<file path="src/rtl/neuron_pkg.sv">
// Shared types and widths for the perceptron sample sequencer and its buffer.
package neuron_pkg;

    localparam int X_W      = 7;
    localparam int T_W      = 2;
    localparam int N_W      = 32;
    localparam int SAMPLE_W = 2 * X_W + T_W;

    typedef enum logic [2:0] {
        IDLE,
        START,
        WAIT_REQ,
        SERVE,
        WAIT_REL,
        TIMEOUT
    } state_e;

    typedef struct packed {
        logic [X_W-1:0] x1;
        logic [X_W-1:0] x2;
        logic [T_W-1:0] t;
    } sample_t;

endpackage

</file>
<file path="src/rtl/neuron_sample_buffer.sv">
// Host-loaded sample register file: one synchronous write port, one combinational read port.
module neuron_sample_buffer
    import neuron_pkg::*;
#(
    parameter int DEPTH = 64,
    parameter int AW    = 6
) (
    input  logic                clk_i,
    input  logic                rst_ni,
    input  logic                we_i,
    input  logic [AW-1:0]       waddr_i,
    input  logic [SAMPLE_W-1:0] wdata_i,
    input  logic [AW-1:0]       raddr_i,
    output logic [SAMPLE_W-1:0] rdata_o
);

    logic [SAMPLE_W-1:0] mem_q [DEPTH];

    // The clear wipes every entry so a reset run never sees stale samples.
    always_ff @(posedge clk_i or negedge rst_ni) begin
        if (!rst_ni) begin
            for (int i = 0; i < DEPTH; i++) begin
                mem_q[i] <= '0;
            end
        end else if (we_i && (int'(waddr_i) < DEPTH)) begin
            mem_q[waddr_i] <= wdata_i;
        end
    end

    assign rdata_o = mem_q[raddr_i];

endmodule

</file>
<file path="src/rtl/neuron_sample_sequencer.sv">
// Feeds buffered training samples to the Neuron on request and sequences a full training run.
module neuron_sample_sequencer
    import neuron_pkg::*;
#(
    parameter int DEPTH      = 64,
    parameter int AW         = 6,
    parameter int EW         = 8,
    parameter int MAX_EPOCHS = 200
) (
    input  logic           clk,
    input  logic           rst,
    input  logic           wr_en,
    input  logic [AW-1:0]  wr_addr,
    input  logic [X_W-1:0] wr_x1,
    input  logic [X_W-1:0] wr_x2,
    input  logic [T_W-1:0] wr_t,
    input  logic [AW:0]    cfg_n,
    input  logic           go,
    output logic           n_start,
    output logic           n_clear,
    output logic [N_W-1:0] n_count,
    output logic [X_W-1:0] n_x1,
    output logic [X_W-1:0] n_x2,
    output logic [T_W-1:0] n_t,
    output logic           n_dataReady,
    input  logic           n_requestFlag,
    input  logic           n_done,
    output logic           busy,
    output logic           finished,
    output logic           timeout,
    output logic           cfg_err,
    output logic [EW-1:0]  epoch_count
);

    localparam logic [AW:0]   DEPTH_C = (AW + 1)'(DEPTH);
    localparam logic [AW:0]   ONE_N   = (AW + 1)'(1);
    localparam logic [EW-1:0] MAX_E   = EW'(MAX_EPOCHS);

    state_e          state_q;
    logic [AW-1:0]   idx_q,   idx_d;
    logic [EW-1:0]   epoch_q, epoch_d;
    logic [AW:0]     cfg_q;
    logic            start_q, clear_q, ready_q, busy_q;
    logic            finished_q, timeout_q, cfg_err_q;
    logic [X_W-1:0]  x1_q, x2_q;
    logic [T_W-1:0]  t_q;
    logic            last_idx, hit_limit, cfg_ok, buf_we;
    logic [SAMPLE_W-1:0] rd_raw;
    sample_t         rd_s;

    assign buf_we = wr_en && (state_q == IDLE);
    assign cfg_ok = (cfg_n != '0) && (cfg_n <= DEPTH_C);

    neuron_sample_buffer #(
        .DEPTH (DEPTH),
        .AW    (AW)
    ) u_buf (
        .clk_i   (clk),
        .rst_ni  (rst),
        .we_i    (buf_we),
        .waddr_i (wr_addr),
        .wdata_i ({wr_x1, wr_x2, wr_t}),
        .raddr_i (idx_q),
        .rdata_o (rd_raw)
    );

    assign rd_s = sample_t'(rd_raw);

    // Index and epoch advance computed once here; the FSM commits them when leaving SERVE.
    always_comb begin
        last_idx  = ({1'b0, idx_q} == (cfg_q - ONE_N));
        idx_d     = idx_q + AW'(1);
        epoch_d   = epoch_q;
        hit_limit = 1'b0;
        if (last_idx) begin
            idx_d     = '0;
            epoch_d   = epoch_q + EW'(1);
            hit_limit = (epoch_d == MAX_E);
        end
    end

    always_ff @(posedge clk or negedge rst) begin
        if (!rst) begin
            state_q    <= IDLE;
            idx_q      <= '0;
            epoch_q    <= '0;
            cfg_q      <= '0;
            start_q    <= 1'b0;
            clear_q    <= 1'b0;
            ready_q    <= 1'b0;
            busy_q     <= 1'b0;
            finished_q <= 1'b0;
            timeout_q  <= 1'b0;
            cfg_err_q  <= 1'b0;
            x1_q       <= '0;
            x2_q       <= '0;
            t_q        <= '0;
        end else begin
            start_q <= 1'b0;
            clear_q <= 1'b0;
            ready_q <= 1'b0;
            unique case (state_q)
                IDLE: begin
                    if (go) begin
                        if (cfg_ok) begin
                            cfg_q      <= cfg_n;
                            epoch_q    <= '0;
                            idx_q      <= '0;
                            finished_q <= 1'b0;
                            timeout_q  <= 1'b0;
                            cfg_err_q  <= 1'b0;
                            start_q    <= 1'b1;
                            busy_q     <= 1'b1;
                            state_q    <= START;
                        end else begin
                            cfg_err_q  <= 1'b1;
                        end
                    end
                end
                START: state_q <= WAIT_REQ;
                WAIT_REQ: begin
                    // Done wins over a coincident request so no sample leaks after completion.
                    if (n_done) begin
                        finished_q <= 1'b1;
                        busy_q     <= 1'b0;
                        state_q    <= IDLE;
                    end else if (n_requestFlag) begin
                        x1_q    <= rd_s.x1;
                        x2_q    <= rd_s.x2;
                        t_q     <= rd_s.t;
                        ready_q <= 1'b1;
                        state_q <= SERVE;
                    end
                end
                SERVE: begin
                    idx_q   <= idx_d;
                    epoch_q <= epoch_d;
                    if (hit_limit) begin
                        clear_q   <= 1'b1;
                        timeout_q <= 1'b1;
                        state_q   <= TIMEOUT;
                    end else begin
                        state_q   <= WAIT_REL;
                    end
                end
                WAIT_REL: begin
                    if (n_done) begin
                        finished_q <= 1'b1;
                        busy_q     <= 1'b0;
                        state_q    <= IDLE;
                    end else if (!n_requestFlag) begin
                        state_q    <= WAIT_REQ;
                    end
                end
                TIMEOUT: begin
                    busy_q  <= 1'b0;
                    state_q <= IDLE;
                end
                default: begin
                    busy_q  <= 1'b0;
                    state_q <= IDLE;
                end
            endcase
        end
    end

    assign n_start     = start_q;
    assign n_clear     = clear_q;
    assign n_dataReady = ready_q;
    assign n_count     = {{(N_W - AW - 1){1'b0}}, cfg_q};
    assign n_x1        = x1_q;
    assign n_x2        = x2_q;
    assign n_t         = t_q;
    assign busy        = busy_q;
    assign finished    = finished_q;
    assign timeout     = timeout_q;
    assign cfg_err     = cfg_err_q;
    assign epoch_count = epoch_q;

endmodule

</file>
<file path="config.mk">
export PLATFORM = sky130hd
export DESIGN_NAME = neuron_sample_sequencer
export DESIGN_NICKNAME = d
export VERILOG_FILES = /design/src/rtl/neuron_pkg.sv /design/src/rtl/neuron_sample_buffer.sv /design/src/rtl/neuron_sample_sequencer.sv
export SDC_FILE = /design/constraint.sdc
export NUM_CORES = 2
export LEC_CHECK = 0
export CAP_MARGIN = 20
export CORE_UTILIZATION = 35
export DETAILED_ROUTE_END_ITERATION = 10
export GPL_ROUTABILITY_DRIVEN = 0
export PLACE_DENSITY_LB_ADDON = 0.1
export SLEW_MARGIN = 20
export SYNTH_ARGS = -nofsm -noshare
export SYNTH_HDL_FRONTEND = slang
export SYNTH_HIERARCHICAL = 1
export SYNTH_SLANG_ARGS = --single-unit
export TNS_END_PERCENT = 30
</file>
<file path="constraint.sdc">
create_clock -name clk -period 3.63 [get_ports clk]
set_clock_uncertainty 0.2 [all_clocks]
set_input_delay 1.089 -clock clk [delete_from_list [all_inputs] [get_ports clk]]
set_output_delay 1.089 -clock clk [all_outputs]
set_load 0.05 [all_outputs]
</file>
==> After elaboration in Yosys (flattened, before gate mapping) <==
Index checks and enable logic that the tools add are counted.
{ "word_totals": {"regBits": 1071, "input_bits": 35, "out_inout_bits": 63, "word_cells": 162} }
{ "classes": {"addsub": 3, "magnitude_cmp": 4, "n_eq_ne": 13, "muxes": 42, "n_bitwise": 4, "n_reduce_logical": 18} }
{ "op_table": {"columns": ["op", "count"], "rows": [
  ["1024-bit bitwise mux", 1],
  ["16-bit binary-select mux with 6-bit select", 1],
  ["16-bit demux with 6-bit select", 1],
  ["16-bit 2-to-1 mux", 3],
  ["8-bit 2-to-1 mux", 3],
  ["4-bit AND reduction", 5],
  ["1-bit 2-to-1 mux", 18],
  ["3-bit 2-to-1 mux", 6],
  ["6-bit 2-to-1 mux", 3],
  ["8-bit one-hot mux with 2 select lines", 1],
  ["3-bit one-hot mux with 5 select lines", 1],
  ["7-bit greater-or-equal comparator (second input constant)", 2],
  ["6-bit inverter with 7-bit output", 2],
  ["6-bit one-hot mux with 2 select lines", 1],
  ["3-bit AND reduction", 3],
  ["8-bit by 1-bit adder with 8-bit output (second input constant)", 1],
  ["8-bit == test (second input constant)", 1],
  ["2-bit inequality test (second input constant)", 4],
  ["6-bit by 7-bit == test with 1-bit output", 1],
  ["7-bit less-or-equal comparator (second input constant)", 1],
  ["7-bit by 1-bit less-than comparator with 1-bit output (second input constant)", 1],
  ["7-bit nonzero test", 1],
  ["7-bit by 1-bit subtractor with 7-bit output (second input constant)", 1],
  ["6-bit by 1-bit adder with 6-bit output (second input constant)", 1],
  ["13 further kinds", 21]
]} }

==> Logic depth before layout (Yosys ltp) <==
{ "logic_depth": {"depth_word": 6, "mapped_depth": 11, "ltp_nobuf": 8} }

==> Cells and area by module <==
Netlist, hierarchy kept.
{ "modules_own_cells": {"columns": ["mod", "n_inst", "cells_each", "area_each_um2", "seq_area_each_um2"], "rows": [
  ["neuron_sample_buffer", 1, 3024, 47122.7, 25624.6],
  ["neuron_sample_sequencer", 1, 308, 2671.3, 1176.1]
]} }

==> Worst setup path after synthesis <==
OpenSTA, ideal clock, no wires.
{ "synth_path": {"path_type": "in2reg", "startpoint": "input port wr_en", "endpoint": "register u_buf/mem_q[21] (netlist bit)", "setup_time_ns": 0.125, "t_arrival_ns": 2.564, "required_time_ns": 3.305, "setup_slack_ns": 0.742, "path_stages": 7, "n_path_buf": 2, "path_cell_list": "and2_1 -> buf_4 -> nor2b_4 -> nand3_4 -> nor2_2 -> buf_6 -> mux2_2"} }
{ "synth_via": {"elab_chain_cells": 1} }
{ "synth_rtl": {"columns": ["element", "line", "rtl"], "rows": [
  ["from (decl)", "neuron_sample_sequencer.sv:12", "input logic wr_en,"],
  ["1-bit logical AND", "neuron_sample_sequencer.sv:51", "assign buf_we = wr_en && (state_q == IDLE);"],
  ["to (signal, indexed assignment)", "neuron_sample_buffer.sv:26", "mem_q[waddr_i] <= wdata_i;"],
  ["to (decl)", "neuron_sample_buffer.sv:17", "logic [SAMPLE_W-1:0] mem_q [DEPTH];"]
]} }
No other way between the ends.
A chain may end at the register's enable or synchronous reset.

==> Final worst setup path <==
{ "layout_path": {"startpoint": "register cfg_q[0]", "endpoint": "output port n_count[0]"} }
{ "layout_lines": {"columns": ["element", "line", "rtl"], "rows": [
  ["from (decl)", "neuron_sample_sequencer.sv:42", "logic [AW:0] cfg_q;"],
  ["from (signal assigned)", "neuron_sample_sequencer.sv:106", "cfg_q <= cfg_n;"],
  ["to (decl)", "neuron_sample_sequencer.sv:21", "output logic [N_W-1:0] n_count,"]
]} }
No word-level cell between the ends.

==> metrics.cfg <==
[setup_path]
start_kind=register
cp_slowest_cell=clkdlybuf4s50_1
cp_num_buf_inv=1
max_stage_delay_ns=0.87
startpoint=cfg_q[0]
crit_fanout=10
crit_arrival_ns=2.15
end_kind=output pin
timing.rr.end=n_x2[5]
rr_worst_depth=7
r2r_slack_ns=0.46
path_cells=clkdlybuf4s50_1
required_ns=2.34
rr_startpoint=idx_q[0]
crit_family=buffers and inverters
path_class=reg2out

[global_routing]
overflow=0
met3_usage=0.0311
track_usage=0.207
grt_use_met2=0.342
top_usage_layer=met2
grt_max_degree=111
antenna_found_initial=8
grt_pass1_vias=31800
grt_pass1_wl_um=219000
grt_use_met1=0.279

[min_path]
hold_path_class=in2async

[power_and_ir_drop]
p_leak_uw=0.0267
ir_drop_v=0.000392
power.density_nw_per_um2=629

[clocking]
cts_hold_buf=0
cts_root_buf=clkbuf_16
cts_tree=built
insertion_delay_ns=0.75
post_cts.repair.setup_buffers=0
htree_num_levels=4
cts_resized=0
path_clk_slew_ns=0.06
cts_max_path_buffers=3
clock-sinks=1071
numCtsBuffers=130

[yosys]
netlist_instances=3332
netlist.area_leader.share=0.538
ys_ff_latch=1071
ys_top_cells_by_count=mux2_2 (1087), dfrtp_1 (1071), mux4_2 (223)
syn-cell-area_um2=49800
synth_edf_count=0
ys_warn_count=6
yosysSeqAreaShare=0.538
synth_area_leader_cell=dfrtp_1
async_flop_share=1.00
synth_flop_cell=dfrtp_1
yosysUniqueCellTypes=75
yosysMostFrequentCell=mux2_2
synthTopCellsByArea=dfrtp_1 (54%), mux2_2 (25%), mux4_2 (10%), a22oi_1 (1.1%), clkbuf_1 (1.0%)
avgSynthCellArea_um2=14.9

[layout]
fin_nets=3491
area_growth_pct=17.4
layout-drive-gt1-share=0.519
fillers=12800
design_area_um2=58500

[sta]
relSlewSlack=0.304
hold_violations=0
fin_crit_sh=0.948
setup_tns_ns=0
maxSlewViolCount=0
period_minus_slack_ns=3.44
tightest_slew_ns=1.04
fmax_mhz=291
rsz0062_at_grt=no
setup_viol=0

[drt]
detail_route.wl_per_cell_um=26.6
antenna_left=0
drc_errors=2
first_pass_iters=8
viasPerCell=5.33
first_iter_violations=1548
dr_total_vias=29000
routed_wl_um=145000

[job]
max-cap-violations=0

[floorplanning]
boundaryPins=98
fp.dieH_um=379
row_count=138
die-area_um2=144000
die_width_um=379
start_util=0.352
coreArea_um2=141000

[placement]
placed_area_um2=54000
place.port_buffers=72
dp.final_hpwl_um=95100

[run_status]
violations=DRC
status=finished with violations

-- area by class of cell --
cell class	instances	area (um2)	share of cell area
Clock inverter	35	558	0.00955
Sequential cell	1071	26800	0.459
Multi-Input combinational cell	1946	21200	0.363
Antenna cell	4	10.0	0.000171
Clock buffer	194	3900	0.0667
Inverter	12	45.0	0.000771
Timing Repair Buffer	291	3550	0.0608
Tap cell	1890	2360	0.0405
-- state kept, by name, summed over array words and instances, names as in the netlist --
register     count
idx_q            6
busy             1
n_t              2
u_buf/mem_q   1024
timeout          1
cfg_q            7
state_q          3
n_start          1
n_x2             7
epoch_count      8
n_x1             7
n_clear          1
cfg_err          1
finished         1
n_dataReady      1
-- layout by cell type, fill, tap and decap left out, types with 27 or more instances in the layout --
cell type,instances
buf_4,118
nor2_2,36
mux2_2,1087
clkbuf_1,27
nand2_1,122
clkdlybuf4s50_1,55
buf_12,101
mux4_2,223
a22oi_1,75
nor2_1,44
dfrtp_1,1067
nand3_1,49
clkbuf_16,133
clkbuf_8,34
-- layer usage --
layer  share of wire  wire, um
met1            0.45     65100
met2            0.49     71200
met3           0.033      4810
met4           0.026      3760
met5         0.00034        50
-- through the flow --
step	power, uW	std cells	util	hold slack, ns	setup WS [ns]
after global routing	38600	5439	0.413	0.0448	0.102
after detailed placement	23700	5210	0.382	0.266	0.00636
after global placement	23300	5210	0.382	0.266	0.0455
after CTS	37400	5439	0.413	0.0155	0.122
after floorplan	20800	3356	-	0.252	0.742
final	36800	5443	0.413	0.0675	0.190
-- power breakdown --
group	internal, uW	switching, uW
Sequential	14200	1240
Combinational	3950	4010
Clock	8280	5130
Total	26400	10400
-- logic make-up (layout without fill, tap and decap cells) --
kind of cell	after synthesis	in the layout	share of synthesized area
DFF	1071	1071	0.538
buffers and inverters	339	532	0.0377
adders and majority gates	4	4	0.00101
xor gates and xnor gates	8	8	0.00141
and+or+nand+nor	395	395	0.0436
muxes	1336	1336	0.352
AOI/OAI and AO/OA	178	178	0.0261
other	1	29	0.0000753
-- how the worst max path moves through the flow --
stage                            end  slack, ns  cells after the start
detailed placement  u_buf/mem_q[153]      0.006                      8
CTS                       n_count[0]       0.12                      1
global route              n_count[0]       0.10                      1
finish                    n_count[0]       0.19                      1
floorplan            u_buf/mem_q[21]       0.74                      7
global placement    u_buf/mem_q[153]       0.05                      8
Note: power is estimated with default switching activity, not from simulation.
